[config.mk]
export PLATFORM = sky130hd
export DESIGN_NAME = alu_cmd_sequencer_flat
export DESIGN_NICKNAME = d
export VERILOG_FILES = /design/src/rtl/alu_cmd_sequencer_if.sv /design/src/rtl/alu_cmd_sequencer.sv /design/src/flat_wrapper.sv
export SDC_FILE = /design/constraint.sdc
export NUM_CORES = 1
export LEC_CHECK = 0
export CAP_MARGIN = 20
export CORE_UTILIZATION = 39
export CTS_CLUSTER_SIZE = 30
export DETAILED_ROUTE_END_ITERATION = 10
export PLACE_DENSITY = 0.8
export SLEW_MARGIN = 20
export SYNTH_ARGS = -nofsm -noshare
export SYNTH_HDL_FRONTEND = slang
export SYNTH_SLANG_ARGS = --single-unit
[constraint.sdc]
create_clock -name clk -period 1.5 [get_ports clk]
set_input_delay 0.15 -clock clk [delete_from_list [all_inputs] [get_ports clk]]
set_output_delay 0.15 -clock clk [all_outputs]
set_load 0.02 [all_outputs]
[src/rtl/alu_cmd_sequencer_if.sv]
// ---------------------------------------------------------------------------
// alu_cmd_sequencer_if
//   Command and result handshake bundle for alu_cmd_sequencer.
//   Command channel : cmd_valid/cmd_ready with cmd_op, cmd_a, cmd_b, cmd_acc.
//   Result channel  : res_valid/res_ready with res_data, res_cout, res_zero.
//   modport master : the command producer / result consumer.
//   modport slave  : the sequencer itself.
// ---------------------------------------------------------------------------
interface alu_cmd_sequencer_if #(
    parameter int WIDTH = 16,
    parameter int OPW   = 2
);
    logic             cmd_valid;
    logic             cmd_ready;
    logic [OPW-1:0]   cmd_op;
    logic [WIDTH-1:0] cmd_a;
    logic [WIDTH-1:0] cmd_b;
    logic             cmd_acc;

    logic             res_valid;
    logic             res_ready;
    logic [WIDTH-1:0] res_data;
    logic             res_cout;
    logic             res_zero;

    modport master (
        output cmd_valid, cmd_op, cmd_a, cmd_b, cmd_acc, res_ready,
        input  cmd_ready, res_valid, res_data, res_cout, res_zero
    );

    modport slave (
        input  cmd_valid, cmd_op, cmd_a, cmd_b, cmd_acc, res_ready,
        output cmd_ready, res_valid, res_data, res_cout, res_zero
    );
endinterface

[src/rtl/alu_cmd_sequencer.sv]
// ---------------------------------------------------------------------------
// alu_cmd_sequencer
//   Upstream command stage for a 16-bit, 2-op-bit ALU
//   (op 00 AND, 01 OR, 10 ADD, 11 SUB).
//   A command is accepted in IDLE, its operands are registered towards the
//   ALU, the ALU's combinational result is captured one cycle later (EXEC),
//   and the result is offered on the result handshake (DONE) until taken.
//   A running accumulator holds the last captured result and can replace
//   operand A.
//
// Ports
//   clk       : single clock, rising edge
//   rst       : synchronous active-high reset; aborts any command in flight
//   bus       : alu_cmd_sequencer_if.slave (command + result handshakes)
//   alu_op    : registered op-code to the ALU
//   alu_i0    : registered operand A to the ALU
//   alu_i1    : registered operand B to the ALU
//   alu_o     : ALU result (combinational from alu_*)
//   alu_cout  : ALU carry-out
//   acc_q     : accumulator value
// ---------------------------------------------------------------------------
module alu_cmd_sequencer #(
    parameter int WIDTH = 16,
    parameter int OPW   = 2
) (
    input  logic              clk,
    input  logic              rst,
    alu_cmd_sequencer_if.slave bus,
    output logic [OPW-1:0]    alu_op,
    output logic [WIDTH-1:0]  alu_i0,
    output logic [WIDTH-1:0]  alu_i1,
    input  logic [WIDTH-1:0]  alu_o,
    input  logic              alu_cout,
    output logic [WIDTH-1:0]  acc_q
);

    typedef enum logic [1:0] {
        ST_IDLE = 2'b00,
        ST_EXEC = 2'b01,
        ST_DONE = 2'b10
    } state_t;

    state_t           state_r;
    state_t           state_next_s;
    logic             accept_s;

    logic             cmd_ready_r;
    logic             res_valid_r;
    logic [OPW-1:0]   alu_op_r;
    logic [WIDTH-1:0] alu_i0_r;
    logic [WIDTH-1:0] alu_i1_r;
    logic [WIDTH-1:0] res_data_r;
    logic             res_cout_r;
    logic             res_zero_r;
    logic [WIDTH-1:0] acc_r;

    // Zero detect on a result word.
    function automatic logic is_zero(input logic [WIDTH-1:0] value);
        return (value == {WIDTH{1'b0}});
    endfunction

    // Carry is meaningful only for the arithmetic ops (op MSB set: ADD/SUB);
    // logic ops report no carry regardless of what the ALU drives.
    function automatic logic carry_for_op(input logic [OPW-1:0] op, input logic carry);
        return op[OPW-1] ? carry : 1'b0;
    endfunction

    // State register.
    always_ff @(posedge clk) begin
        if (rst) begin
            state_r <= ST_IDLE;
        end else begin
            state_r <= state_next_s;
        end
    end

    // Next-state decode and command accept strobe.
    always_comb begin
        state_next_s = state_r;
        accept_s     = 1'b0;
        case (state_r)
            ST_IDLE: begin
                if (bus.cmd_valid) begin
                    accept_s     = 1'b1;
                    state_next_s = ST_EXEC;
                end else begin
                    state_next_s = ST_IDLE;
                end
            end
            ST_EXEC: begin
                state_next_s = ST_DONE;
            end
            ST_DONE: begin
                if (bus.res_ready) begin
                    state_next_s = ST_IDLE;
                end else begin
                    state_next_s = ST_DONE;
                end
            end
            default: begin
                state_next_s = ST_IDLE;
            end
        endcase
    end

    // Handshake flags registered from the next state so they track the FSM
    // exactly while still coming straight out of flops.
    always_ff @(posedge clk) begin
        if (rst) begin
            cmd_ready_r <= 1'b1;
            res_valid_r <= 1'b0;
        end else begin
            cmd_ready_r <= (state_next_s == ST_IDLE);
            res_valid_r <= (state_next_s == ST_DONE);
        end
    end

    // ALU operand registers: load only on an IDLE accept, otherwise hold.
    // Operand A takes the accumulator when requested; acc_r only moves in
    // EXEC, so here it always holds the previous command's result.
    always_ff @(posedge clk) begin
        if (rst) begin
            alu_op_r <= {OPW{1'b0}};
            alu_i0_r <= {WIDTH{1'b0}};
            alu_i1_r <= {WIDTH{1'b0}};
        end else if (accept_s) begin
            alu_op_r <= bus.cmd_op;
            alu_i0_r <= bus.cmd_acc ? acc_r : bus.cmd_a;
            alu_i1_r <= bus.cmd_b;
        end else begin
            alu_op_r <= alu_op_r;
            alu_i0_r <= alu_i0_r;
            alu_i1_r <= alu_i1_r;
        end
    end

    // Result capture and accumulator update at the end of EXEC; the values
    // then stay frozen through DONE until the next command executes.
    always_ff @(posedge clk) begin
        if (rst) begin
            res_data_r <= {WIDTH{1'b0}};
            res_cout_r <= 1'b0;
            res_zero_r <= 1'b0;
            acc_r      <= {WIDTH{1'b0}};
        end else if (state_r == ST_EXEC) begin
            res_data_r <= alu_o;
            res_cout_r <= carry_for_op(alu_op_r, alu_cout);
            res_zero_r <= is_zero(alu_o);
            acc_r      <= alu_o;
        end else begin
            res_data_r <= res_data_r;
            res_cout_r <= res_cout_r;
            res_zero_r <= res_zero_r;
            acc_r      <= acc_r;
        end
    end

    assign bus.cmd_ready = cmd_ready_r;
    assign bus.res_valid = res_valid_r;
    assign bus.res_data  = res_data_r;
    assign bus.res_cout  = res_cout_r;
    assign bus.res_zero  = res_zero_r;
    assign alu_op        = alu_op_r;
    assign alu_i0        = alu_i0_r;
    assign alu_i1        = alu_i1_r;
    assign acc_q         = acc_r;

endmodule
[src/flat_wrapper.sv]
// flat-port wrapper written by rule: the top's interface ports become plain ports
module alu_cmd_sequencer_flat 
#(
    parameter int WIDTH = 16,
    parameter int OPW   = 2
)
  (clk, rst, alu_op, alu_i0, alu_i1, alu_o, alu_cout, acc_q, bus_cmd_valid, bus_cmd_op, bus_cmd_a, bus_cmd_b, bus_cmd_acc, bus_res_ready, bus_cmd_ready, bus_res_valid, bus_res_data, bus_res_cout, bus_res_zero);
  alu_cmd_sequencer_if #(.WIDTH(WIDTH), .OPW(OPW)) bus_i ();
  input  logic clk;
  input  logic rst;
  output logic [OPW-1:0] alu_op;
  output logic [WIDTH-1:0] alu_i0;
  output logic [WIDTH-1:0] alu_i1;
  input  logic [WIDTH-1:0] alu_o;
  input  logic alu_cout;
  output logic [WIDTH-1:0] acc_q;
  input wire logic [$bits(bus_i.cmd_valid)-1:0] bus_cmd_valid;
  input wire logic [$bits(bus_i.cmd_op)-1:0] bus_cmd_op;
  input wire logic [$bits(bus_i.cmd_a)-1:0] bus_cmd_a;
  input wire logic [$bits(bus_i.cmd_b)-1:0] bus_cmd_b;
  input wire logic [$bits(bus_i.cmd_acc)-1:0] bus_cmd_acc;
  input wire logic [$bits(bus_i.res_ready)-1:0] bus_res_ready;
  output wire logic [$bits(bus_i.cmd_ready)-1:0] bus_cmd_ready;
  output wire logic [$bits(bus_i.res_valid)-1:0] bus_res_valid;
  output wire logic [$bits(bus_i.res_data)-1:0] bus_res_data;
  output wire logic [$bits(bus_i.res_cout)-1:0] bus_res_cout;
  output wire logic [$bits(bus_i.res_zero)-1:0] bus_res_zero;
  assign bus_i.cmd_valid = bus_cmd_valid;
  assign bus_i.cmd_op = bus_cmd_op;
  assign bus_i.cmd_a = bus_cmd_a;
  assign bus_i.cmd_b = bus_cmd_b;
  assign bus_i.cmd_acc = bus_cmd_acc;
  assign bus_i.res_ready = bus_res_ready;
  assign bus_cmd_ready = bus_i.cmd_ready;
  assign bus_res_valid = bus_i.res_valid;
  assign bus_res_data = bus_i.res_data;
  assign bus_res_cout = bus_i.res_cout;
  assign bus_res_zero = bus_i.res_zero;
  alu_cmd_sequencer #(.WIDTH(WIDTH), .OPW(OPW)) u_core (.clk(clk), .rst(rst), .bus(bus_i), .alu_op(alu_op), .alu_i0(alu_i0), .alu_i1(alu_i1), .alu_o(alu_o), .alu_cout(alu_cout), .acc_q(acc_q));
endmodule
# Word-level counts from Yosys, hierarchy flattened
# Cells that the tools add are included.
# totals
ff_bits	56
latchBits	0
mem_bits_rw	0
mem_bits_ro	0
input_bits	56
output_inout_bits	70
elab_cells	22
memories	0
# op_classes
n_addsub	0
mul	0
n_div	0
n_lt_le_gt_ge	0
eq_ne	3
shift	0
mux	7
bitwise_logic	0
n_reduce_logical	3
# op_table
cell	n
zero test 16 bit	1
2-to-1 mux 16 bit	1
case mux 2 bit (3 select lines)	1
equality test 2 bit (second input constant)	2
zero test 2 bit	2
2-to-1 mux 1 bit	4
equality test 2 x 1 -> 1 bit (second input constant)	1
2-to-1 mux 2 bit	1

# Depth between registers and ports, before layout
# depth
depth_word	3
ltp_mapped	5
mapped_depth_nobuf	3

# Least setup slack after synthesis
# OpenSTA, ideal clock, no wires.
# synth_path
kind	reg-to-reg
start	reg u_core.state_r[1]
end	reg u_core.alu_i1_r[10], in the netlist u_core.alu_i1[10]
setup_ps	132
arrival_ps	1073
required_time_ps	1368
slack_ps	295
path_stages_with_launch	6
synth_period_minus_slack_ps	1205
path_cell_list	dfxtp_1 -> or3b_1 -> buf_4 -> buf_6 -> nand2_1 -> a21oi_1
# synth_via
elab_chain_len	2
# synth_rtl
element	line_no	text
from (decl)	alu_cmd_sequencer.sv:43	state_t state_r;
from (signal assigned)	alu_cmd_sequencer.sv:73	state_r <= state_next_s;
zero test 2 bit	alu_cmd_sequencer.sv:81	case (state_r)
2-to-1 mux 1 bit	alu_cmd_sequencer.sv:81	
to (signal assigned)	alu_cmd_sequencer.sv:125	alu_i1_r <= {WIDTH{1'b0}};
to (signal assigned)	alu_cmd_sequencer.sv:129	alu_i1_r <= bus.cmd_b;
to (signal assigned)	alu_cmd_sequencer.sv:133	alu_i1_r <= alu_i1_r;
to (decl)	alu_cmd_sequencer.sv:51	logic [WIDTH-1:0] alu_i1_r;
# No other way between the ends.
# A chain may end at the register's enable or synchronous reset.

# Worst setup path in the final report
# layout_path
start	reg u_core.alu_i0_r[9], in the netlist u_core.alu_i0[9]
end	out alu_i0[9]
# layout_lines
element	line_no	text
from (decl)	alu_cmd_sequencer.sv:50	logic [WIDTH-1:0] alu_i0_r;
from (signal assigned)	alu_cmd_sequencer.sv:124	alu_i0_r <= {WIDTH{1'b0}};
from (signal assigned)	alu_cmd_sequencer.sv:128	alu_i0_r <= bus.cmd_acc ? acc_r : bus.cmd_a;
from (signal assigned)	alu_cmd_sequencer.sv:132	alu_i0_r <= alu_i0_r;
to (decl)	flat_wrapper.sv:12	output logic [WIDTH-1:0] alu_i0;
# No word-level cell between the ends.

==> results.sh <==
export IMPL_syn_num_nets=318
export IMPL_place_ws_ns=-0.0226
export IMPL_arrival_ns=1.26
export IMPL_wl_per_cell_um=13.4
export IMPL_drtIter0Drc=71
export IMPL_dieWidth_um=79.1
export IMPL_areaGrowthSynthToFinish_pct=60.7
export IMPL_ios=126
export IMPL_ff_latch_area_sq_um=1120
export IMPL_synth_edf_count=0
export IMPL_max_stage_delay_ns=0.61
export IMPL_core_area_sq_um=5610
export IMPL_clock_latency_ns=0.30
export IMPL_postCtsSetupBuffers=0
export IMPL_cts_sinks=56
export IMPL_layout_common_cells="91 x clkdlybuf4s50_1, 69 x nand2_1, 56 x dfxtp_1"
export IMPL_ys_seq_elements=56
export IMPL_critPathKind="reg -> out"
export IMPL_multi_input_area_sq_um=976
export IMPL_antenna_found_initial=0
export IMPL_grt_pass1_vias=2114
export IMPL_drv_cap=0
export IMPL_drv_slew=0
export IMPL_min_delay_start="rst"
export IMPL_finalCriticalPeriod_ns=1.41
export IMPL_worstSetupStartpoint="u_core.alu_i0[9]"
export IMPL_root_buffer="clkbuf_8"
export IMPL_end_kind="output port"
export IMPL_layout_commonest_cell="clkdlybuf4s50_1"
export IMPL_clock_path_buffers=2
export IMPL_leakage_nw=1.89
export IMPL_grtUsageTotal_pct=19.6
export IMPL_dieArea_sq_um=6250
export IMPL_finalCritPeriodShare_pct=94.2
export IMPL_vias=2110
export IMPL_drive_above_1_share_pct=9.97
export IMPL_start_util_pct=41.3
export IMPL_worst_slew_pin_slew_ns=0.455
export IMPL_hold_viol_final=0
export IMPL_grt_start_max_net_pins=27
export IMPL_rr_startpoint="u_core.state_r[1]"
export IMPL_overflow=0
export IMPL_ys_seq_area_share_pct=48.4
export IMPL_cts_buffers=5
export IMPL_htreeDepth=2
export IMPL_power_total_mw=3.27
export IMPL_ys_flop_type="dfxtp_1"
export IMPL_netlist_area_sq_um=2320
export IMPL_wl_mm=5.95
export IMPL_row_count=27
export IMPL_crit_slowest_cell="clkdlybuf4s50_1"
export IMPL_cp_num_buf_inv=1
export IMPL_grt_setup_unrepaired="no"
export IMPL_num_fill_cells=467
export IMPL_relSlewSlack_pct=69.7
export IMPL_die_h_um=79.1
export IMPL_place_gp_congestion=0.739
export IMPL_critPathTopFamily="buffers and inverters"
export IMPL_syn_inst=262
export IMPL_avgViaCountPerCell=4.76
export IMPL_cts_clk_slew_worst_paths_ns=0.10
export IMPL_worstPathMaxFanout=2
export IMPL_ir_drop_uv=717
export IMPL_dr_pass1_iters=4
export IMPL_fin_worst_skew_ns=0.00666
export IMPL_ys_warnings_count=0
export IMPL_synth_distinct_cells=20
export IMPL_cp_required_ns=1.35
export IMPL_fmax_ghz=0.707
export IMPL_setup_viol=0
export IMPL_async_flop_share_pct=0
export IMPL_hp_class="in -> reg"
export IMPL_start_kind="register"
export IMPL_grt_pass1_wl_mm=9.60
export IMPL_status="completed"
export IMPL_fin_ws_ns=0.0865
export IMPL_cts_tree="built"
export IMPL_final_util_pct=66.4
export IMPL_p_per_area_nw_per_um2=880
export IMPL_ant_nets=0
export IMPL_drc=0
export IMPL_nNetsFinal=427
export IMPL_hpwl_mm=4.59
export IMPL_n_antenna_cell=0
export IMPL_avgSynthCellArea_sq_um=8.84
export IMPL_port_buffers=125
export IMPL_crit_chain="clkdlybuf4s50_1"
-- final timing paths --
kind,to,slack [ns],cells after the start
setup / recovery,alu_i0[9],0.09,1
hold / removal,u_core.bus.res_data[11],0.29,2
setup reg to reg,u_core.bus.cmd_ready,0.23,4
hold reg to reg,u_core.alu_i1[2],0.46,2
-- metal layers --
| layer | global-route usage (%) | vias up | routed length, um | part of all wire [%] |
|---|---|---|---|---|
| met3 | 5.40 | 8 | 439 | 7.4 |
| li1 | - | 1071 | - | - |
| met5 | 0 | - | 0 | 0 |
| met1 | 21.3 | 959 | 2380 | 40 |
| met2 | 37.1 | 72 | 3080 | 52 |
| met4 | 4.91 | 0 | 56 | 0.94 |
-- stage by stage --
step	hold slack [ns]	TNS (ns)	std cells	area, sq um
finish	0.289	0	443	3720
global route	0.294	0	443	3720
CTS	0.278	0	443	3640
detailed placement	0.446	-0.0483	436	3560
global placement	0.441	0	436	3560
floorplan	0.286	0	262	2320
-- state kept, by name, indices dropped and copies added (netlist names) --
name	flops
u_core.alu_i0	16
u_core.alu_i1	16
u_core.alu_op	2
u_core.bus.cmd_ready	1
u_core.bus.res_cout	1
u_core.bus.res_data	16
u_core.bus.res_valid	1
u_core.bus.res_zero	1
u_core.state_r	2
-- logic make-up (layout without fill, tap and decap cells) --
kind of cell           count (synthesis)  in the layout  synth area share, %
DFF                                   56             56                 48.4
buffers and inverters                 35            144                 9.72
muxes                                 16             16                 6.92
AOI/OAI and AO/OA                     54             54                 16.9
and+or+nand+nor                      101            101                 18.1
-- cell type report --
type,instances,share of cell area (%)
multi-input combinational,171,26.2
clock buffer,5,1.85
clock inverter,2,0.336
tap,72,2.42
sequential,56,30.1
timing repair buffer,137,39.0
-- what timing repair did --
item                                    4_1_cts  5_1_grt
endpoints found under the setup margin        1       32
hold endpoints to repair                      0        0
resized for setup                             1       32
hold buffers                                  0        0
-- report_power, final --
group          total, mW  switching [mW]  internal [mW]
Combinational      0.851           0.409          0.442
Sequential          1.65          0.0611           1.58
Clock              0.777           0.460          0.317
-- Yosys cell counts, types with 2 or more instances --
cell | number | share of area, %
buf_2 | 9 | 1.9
clkbuf_1 | 5 | 0.81
nand2_1 | 69 | 11
nor4_1 | 3 | 0.81
dfxtp_1 | 56 | 48
mux2i_1 | 16 | 6.9
a211oi_2 | 16 | 8.6
buf_4 | 19 | 6.2
a21oi_1 | 37 | 8.0
or3b_1 | 2 | 0.76
nor2_1 | 19 | 3.1
nand3_1 | 3 | 0.65
(Power assumes the default switching activity.)
